==> src/rtl/vseq_pkg.sv <==
// Shared definitions for the vector op sequencer: FSM states, ALU op codes,
// default geometry and the element ALU function.
package vseq_pkg;

    localparam int VSEQ_NUM_VREGS = 16;
    localparam int VSEQ_VLEN      = 5;
    localparam int VSEQ_DW        = 32;

    typedef enum logic [1:0] {
        IDLE = 2'b00,
        LOAD = 2'b01,
        EXEC = 2'b10,
        WB   = 2'b11
    } vseq_state_e;

    typedef enum logic [1:0] {
        VOP_ADD = 2'b00,
        VOP_SUB = 2'b01,
        VOP_AND = 2'b10,
        VOP_ORR = 2'b11
    } vseq_op_e;

    // One element operation; arithmetic wraps modulo 2^DW, carry/borrow dropped.
    function automatic logic [VSEQ_DW-1:0] vseq_alu(input vseq_op_e op,
                                                    input logic [VSEQ_DW-1:0] a,
                                                    input logic [VSEQ_DW-1:0] b);
        logic [VSEQ_DW-1:0] y;
        y = '0;
        case (op)
            VOP_ADD: y = a + b;
            VOP_SUB: y = a - b;
            VOP_AND: y = a & b;
            VOP_ORR: y = a | b;
            default: y = '0;
        endcase
        return y;
    endfunction

endpackage

==> src/rtl/vseq_elem_alu.sv <==
// Combinational 32-bit element ALU, shared across all elements of a vector
// (the sequencer feeds it one element per cycle).
module vseq_elem_alu
    import vseq_pkg::*;
(
    input  logic [1:0]         op,
    input  logic [VSEQ_DW-1:0] a,
    input  logic [VSEQ_DW-1:0] b,
    output logic [VSEQ_DW-1:0] y
);

    // Decode the op code and compute one element result.
    always_comb begin
        y = vseq_alu(vseq_op_e'(op), a, b);
    end

endmodule

==> src/rtl/vector_op_sequencer.sv <==
// Element-wise vector ALU sequencer. Accepts one instruction, reads both
// source vectors in LOAD, runs one element per cycle through a shared ALU in
// EXEC, then writes the whole destination vector in a single WB cycle.
// Optional feature: define VSEQ_SCALAR_EN to enable vector-scalar mode
// (vs_mode = 1 replaces every B element with the latched scalar_b).
module vector_op_sequencer
    import vseq_pkg::*;
#(
    parameter int NUM_VREGS = VSEQ_NUM_VREGS,
    parameter int VLEN      = VSEQ_VLEN,
    parameter int DW        = VSEQ_DW
) (
    input  logic                         clk,
    input  logic                         reset,
    input  logic                         start_valid,
    output logic                         start_ready,
    input  logic [1:0]                   op,
    input  logic [$clog2(NUM_VREGS)-1:0] va,
    input  logic [$clog2(NUM_VREGS)-1:0] vb,
    input  logic [$clog2(NUM_VREGS)-1:0] vd,
    input  logic                         vs_mode,
    input  logic [DW-1:0]                scalar_b,
    output logic [$clog2(NUM_VREGS)-1:0] rd_a,
    output logic [$clog2(NUM_VREGS)-1:0] rd_b,
    input  logic [VLEN*DW-1:0]           rd_a_data,
    input  logic [VLEN*DW-1:0]           rd_b_data,
    output logic                         wr_en,
    output logic [$clog2(NUM_VREGS)-1:0] wr_vd,
    output logic [VLEN*DW-1:0]           wr_data,
    output logic                         busy,
    output logic                         done
);

    localparam int AW = $clog2(NUM_VREGS);
    localparam int EW = (VLEN > 1) ? $clog2(VLEN) : 1;
    localparam logic [EW-1:0] LAST_IDX = EW'(VLEN - 1);

    vseq_state_e   state, state_nxt;
    logic [EW-1:0] elem_idx;
    logic          accept;

    // Latched instruction fields; held for the whole operation.
    logic [1:0]    op_q;
    logic [AW-1:0] va_q, vb_q, vd_q;

    // Operand snapshots taken in LOAD make in-place (vd == va/vb) ops safe.
    logic [DW-1:0] a_buf   [VLEN];
    logic [DW-1:0] b_buf   [VLEN];
    logic [DW-1:0] res_buf [VLEN];

    logic [DW-1:0] alu_a, alu_b, alu_y;

`ifdef VSEQ_SCALAR_EN
    logic          mode_q;
    logic [DW-1:0] scalar_q;
`else
    // Scalar-mode ports stay on the interface but have no effect in this build.
    logic unused_scalar;
    assign unused_scalar = ^{vs_mode, scalar_b};
`endif

    assign accept = start_valid & start_ready;

    // State register; reset aborts any operation in flight.
    always_ff @(posedge clk or posedge reset) begin
        // NOTE: flops use non-blocking (<=) so every register samples pre-edge values.
        if (reset) state <= IDLE;
        else       state <= state_nxt;
    end

    // Next-state logic and per-state control decodes.
    always_comb begin
        // NOTE: every output gets a default before the case so no path infers a latch.
        state_nxt   = state;
        start_ready = 1'b0;
        busy        = 1'b1;
        rd_a        = '0;
        rd_b        = '0;
        wr_en       = 1'b0;
        wr_vd       = '0;
        done        = 1'b0;
        case (state)
            IDLE: begin
                start_ready = 1'b1;
                busy        = 1'b0;
                if (start_valid) state_nxt = LOAD;
            end
            LOAD: begin
                rd_a      = va_q;
                rd_b      = vb_q;
                state_nxt = EXEC;
            end
            EXEC: begin
                if (elem_idx == LAST_IDX) state_nxt = WB;
            end
            WB: begin
                wr_en     = 1'b1;
                wr_vd     = vd_q;
                done      = 1'b1;
                state_nxt = IDLE;
            end
            default: state_nxt = IDLE;
        endcase
    end

    // Select the current element's operands for the shared ALU.
    always_comb begin
        alu_a = a_buf[elem_idx];
        alu_b = b_buf[elem_idx];
`ifdef VSEQ_SCALAR_EN
        if (mode_q) alu_b = scalar_q;
`endif
    end

    vseq_elem_alu u_alu (
        .op (op_q),
        .a  (alu_a),
        .b  (alu_b),
        .y  (alu_y)
    );

    // Datapath: latch instruction, snapshot operands, step through elements.
    always_ff @(posedge clk or posedge reset) begin
        if (reset) begin
            elem_idx <= '0;
            op_q     <= '0;
            va_q     <= '0;
            vb_q     <= '0;
            vd_q     <= '0;
`ifdef VSEQ_SCALAR_EN
            mode_q   <= 1'b0;
            scalar_q <= '0;
`endif
            // NOTE: these buffers are small flop arrays, not RAM, so they are
            // cleared on reset to keep their contents defined afterwards.
            for (int i = 0; i < VLEN; i++) begin
                a_buf[i]   <= '0;
                b_buf[i]   <= '0;
                res_buf[i] <= '0;
            end
        end else begin
            case (state)
                IDLE: begin
                    if (accept) begin
                        op_q <= op;
                        va_q <= va;
                        vb_q <= vb;
                        vd_q <= vd;
`ifdef VSEQ_SCALAR_EN
                        mode_q   <= vs_mode;
                        scalar_q <= scalar_b;
`endif
                    end
                end
                LOAD: begin
                    for (int i = 0; i < VLEN; i++) begin
                        a_buf[i] <= rd_a_data[i*DW +: DW];
                        b_buf[i] <= rd_b_data[i*DW +: DW];
                    end
                end
                EXEC: begin
                    res_buf[elem_idx] <= alu_y;
                    if (elem_idx == LAST_IDX) elem_idx <= '0;
                    else                      elem_idx <= elem_idx + EW'(1);
                end
                default: ;
            endcase
        end
    end

    // Pack the result buffer onto the write port only during WB; zero otherwise.
    always_comb begin
        wr_data = '0;
        if (state == WB) begin
            for (int i = 0; i < VLEN; i++) wr_data[i*DW +: DW] = res_buf[i];
        end
    end

endmodule

==> config.mk <==
export PLATFORM = sky130hd
export DESIGN_NAME = vector_op_sequencer
export DESIGN_NICKNAME = d
export VERILOG_FILES = /design/src/rtl/vseq_pkg.sv /design/src/rtl/vseq_elem_alu.sv /design/src/rtl/vector_op_sequencer.sv
export SDC_FILE = /design/constraint.sdc
export NUM_CORES = 1
export LEC_CHECK = 0
export ABC_AREA = 1
export CORE_MARGIN = 4
export CORE_UTILIZATION = 50
export DETAILED_ROUTE_END_ITERATION = 10
export PLACE_DENSITY_LB_ADDON = 0.08
export SLEW_MARGIN = 20
export SYNTH_ARGS = -nofsm -noshare
export SYNTH_HDL_FRONTEND = slang
export SYNTH_SLANG_ARGS = --single-unit
==> constraint.sdc <==
create_clock -name clk -period 53.2 [get_ports clk]
set_clock_uncertainty 0.05 [all_clocks]
set_input_delay 13.3 -clock clk [delete_from_list [all_inputs] [get_ports clk]]
set_output_delay 13.3 -clock clk [all_outputs]
set_load 0.02 [all_outputs]
==> summary.md <==
| Metric | Value |
|---|---|
| Top post-synthesis cells by area | `dfrtp_1, nand2_1, o21ai_0, inv_1, mux2_2` |
| CTS sink cnt | `about 500` |
| DRT antenna net count | `0` |
| Hold Violations, Final | `0` |
| Port-buffer cells | `512` |
| Worst path max stage delay | `890 ps` |
| CTS H-Tree Depth | `2` |
| GPL Wtd Cong | `0.924` |
| Pwr dens | `76.1 nW/um2` |
| DRC | `0` |
| Setup_tns | `0 ps` |
| HP Class | `reg -> reg` |
| Max Fclk | `approximately 59 MHz` |
| Die span in y | `235 um` |
| Post-synthesis average cell area | `about 8 um2` |
| Post-CTS Setup Inserts | `0` |
| DR vias | `23,600` |
| Arr. time, crit path | `3590 ps` |
| Num rows | `82` |
| Tightest Pin Transition | `1180 ps` |
| Ports | `546` |
| Crit path kind | `reg -> out` |
| Area grow syn2layout | `27.8%` |
| Drt pass-1 iters | `6` |
| Cell count after synthesis | `between 3,000 and 4,000` |
| Setup-failing EPs final | `0` |
| Core area | `50,600 um2` |
| Overall power | `roughly 2500 uW` |
| Synth unique cells | `47` |
| Routed wire per std cell | `19.4 um` |
| Synth top area share | `48.5%` |
| Critical path cell sequence | `ha_4, buf_4, nand2_1, inv_1, clkdlybuf4s50_1` |
| Final Net Count | `4,122` |
| Gr usage total | `between 30% and 40%` |
| Sequential fraction of the synthesis area | `roughly half` |
| Grt ovf | `0` |
| First-pass GRT wire length | `134,000 um` |
| Post-CTS sizing | `0` |
| Worst setup EP type | `primary output` |
| Worst Path Required | `39,850 ps` |
| Post-synthesis cell area | `25,800 um2` |
| Slew Limit Fails | `0` |
| Max-Cap Viols | `0` |
| Seq cells post-synth | `499` |
| Worst setup margin | `36,260 ps` |
| Die footprint | `~55,000 um2` |
| Fin crit period | `~17,000 ps` |
| Primary FF master, synth | `dfrtp_1` |
| Post-Place Cells | `4,329` |
| Clock Latency Late Sink | `600 ps` |
| Async SR Flop Fraction | `100%` |
| DR vias/cell | `5.33` |
| RSZ-0062 raised after global routing | `no` |
| Max-slew headroom | `21.7%` |
| Dpl cell area | `31,300 um2` |
| Post-synth EDFFs | `0` |
| Final Instance Area | `between 30,000 and 40,000 um2` |
| Leakage power | `0.0164 uW` |
| Largest net degree at the start of global routing | `243` |
| Share of layout cells above drive strength 1 | `a little under 7%` |
| Starting Density | `50.9%` |
| Critical-path maximum fanout | `110` |
| CP startpoint kind | `flop` |
| Half-perimeter wire length after placement | `62,400 um` |
| Reg clk slew, reported paths | `60 ps` |
| Hold_buf cts | `0` |
| TritonCTS buffer count | `52` |
| CP max stage cell | `buf_4` |
| Non-filler instance count after layout | `4,424` |
| Vias in the first global route | `23,400` |
| Area leader, netlist | `dfrtp_1` |
| Synth warn | `0` |
| Crit path max-delay family | `buffers and inverters` |
| Syn Nets | `approximately 3,700` |
| Die X | `roughly 230 um` |
| CTS tree | `built` |
| Initial antenna violation count | `15` |
| Iteration-0 DRC Markers | `2,359` |
| CTS root buf | `clkbuf_16` |
| CP Buf/Inv Count | `3` |
| Routed WL | `roughly 86,000 um` |
| Pre-CTS setup slack | `36,820 ps` |
| Final worst path period share | `31.8%` |
| Worst vdd ir | `0.0000403 V` |
| Status | `finished, final reports clean` |
| CTS Buffer Depth | `3` |
[cell usage after synthesis (12+ instances only)]
cell and count:
dfrtp_1 499, o211ai_1 39, clkbuf_1 127, mux2_2 122
nand3_1 160, buf_2 25, inv_1 468, a21oi_1 127
o21ai_0 379, o21ai_1 15, nor2_1 95, nand2_1 1052
xor2_1 27, o22ai_1 12, ha_1 40
[flip-flops by register name (all words and copies together) (netlist names)]
name and cells:
elem_idx 3, state 2, vd_q 4, vb_q 4
op_q 2, b_buf 160, a_buf 160, va_q 4
res_buf 160
[worst register-to-register path, stage by stage (launching register included)]
cell       delay (ps)
dfrtp_4           960
nor2_2             60
buf_4             290
nand2_2           690
inv_1             460
nand2_1           200
nand3_2           250
nor2_1            220
nand2_1           130
o31ai_2           420
xor2_1            130
ha_1              380
nand2_1           130
nor2_1            190
inv_1             140
nor2_1            140
nand3_1            80
o2111ai_1         310
o21ai_0           110
o21ai_0           830
nand2_1           130
nand2_1           100
[cell usage in the layout (no fill, tap or decap), drive strengths merged]
| master | n |
|---|---|
| nand2 | 1054 |
| clkdlybuf4s50 | 512 |
| dfrtp | 499 |
| inv | 473 |
| o21ai | 395 |
| nand3 | 164 |
| a21oi | 127 |
| mux2 | 122 |
| nor2 | 102 |
| clkbuf | 85 |
| ha | 40 |
| o211ai | 39 |
| xor2 | 27 |
| buf | 27 |
| o22ai | 12 |
| nor3 | 12 |
| xnor2 | 9 |
| clkinv | 7 |
| a31oi | 6 |
| diode | 4 |
| nand4 | 4 |
| or2 | 4 |
| o21a | 4 |
| a21boi | 3 |
| and3 | 3 |
| o31ai | 3 |
| o21bai | 2 |
| o221ai | 2 |
| a22oi | 2 |
| a21o | 1 |
| nor4 | 1 |
| o41ai | 1 |
| a211oi | 1 |
| o2111ai | 1 |
| and2 | 1 |
| fa | 1 |
| clkinvlp | 1 |
| bufinv | 1 |
[layer usage]
metal | wire length [um] | vias up | global-route usage (%)
met5 | 96 | - | 0
met4 | 2090 | 14 | 8.11
met3 | 6360 | 136 | 6.10
met2 | 41200 | 846 | 50.3
met1 | 36200 | 11400 | 41.0
li1 | - | 11200 | -
[final cells by class]
cell class                      instances  area, um2
Fill cell                            4362      17700
Antenna cell                            4       10.0
Multi-Input combinational cell       2143      10800
Inverter                              476       1800
Tap cell                              672        841
Clock buffer                           85       1570
Timing Repair Buffer                  539       5350
Clock inverter                          6       57.6
Sequential cell                       499      12500
[logic make-up (layout without fill, tap and decap cells)]
family / after synthesis / count (layout) / share of synthesized area, %
other: 0 / 4 / 0
adders and majority gates: 41 / 41 / 2.02
buffers and inverters: 647 / 1106 / 9.77
muxes: 122 / 122 / 5.33
DFF: 499 / 499 / 48.5
AOI/OAI and AO/OA: 599 / 599 / 12.4
xor gates and xnor gates: 36 / 36 / 1.22
and+or+nand+nor: 1345 / 1345 / 20.8
[path summary, 6_finish.rpt]
path | from | end | slack, ps | depth (start not counted)
max | state[0] | wr_data[4] | 36260 | 5
min | res_buf[95] | res_buf[95] | 430 | 2
max reg2reg | elem_idx[0] | res_buf[152] | 46720 | 21
min reg2reg | res_buf[95] | res_buf[95] | 430 | 2
max in group asynchronous | reset | a_buf[151] | 37510 | 4
min in group asynchronous | reset | b_buf[115] | 13210 | 2
[power by group]
| part | internal, uW | switching (uW) |
|---|---|---|
| clock network | 204 | 148 |
| registers | 559 | 86.2 |
| logic | 480 | 1030 |
[per-stage QoR]
stage	util, %	hold slack [ps]
4_1_cts	65.1	432
3_3_place_gp	61.9	411
3_5_place_dp	61.9	416
5_1_grt	65.1	441
6_report	65.1	429
2_1_floorplan	-	392
Note: power is estimated with default switching activity, not from simulation.
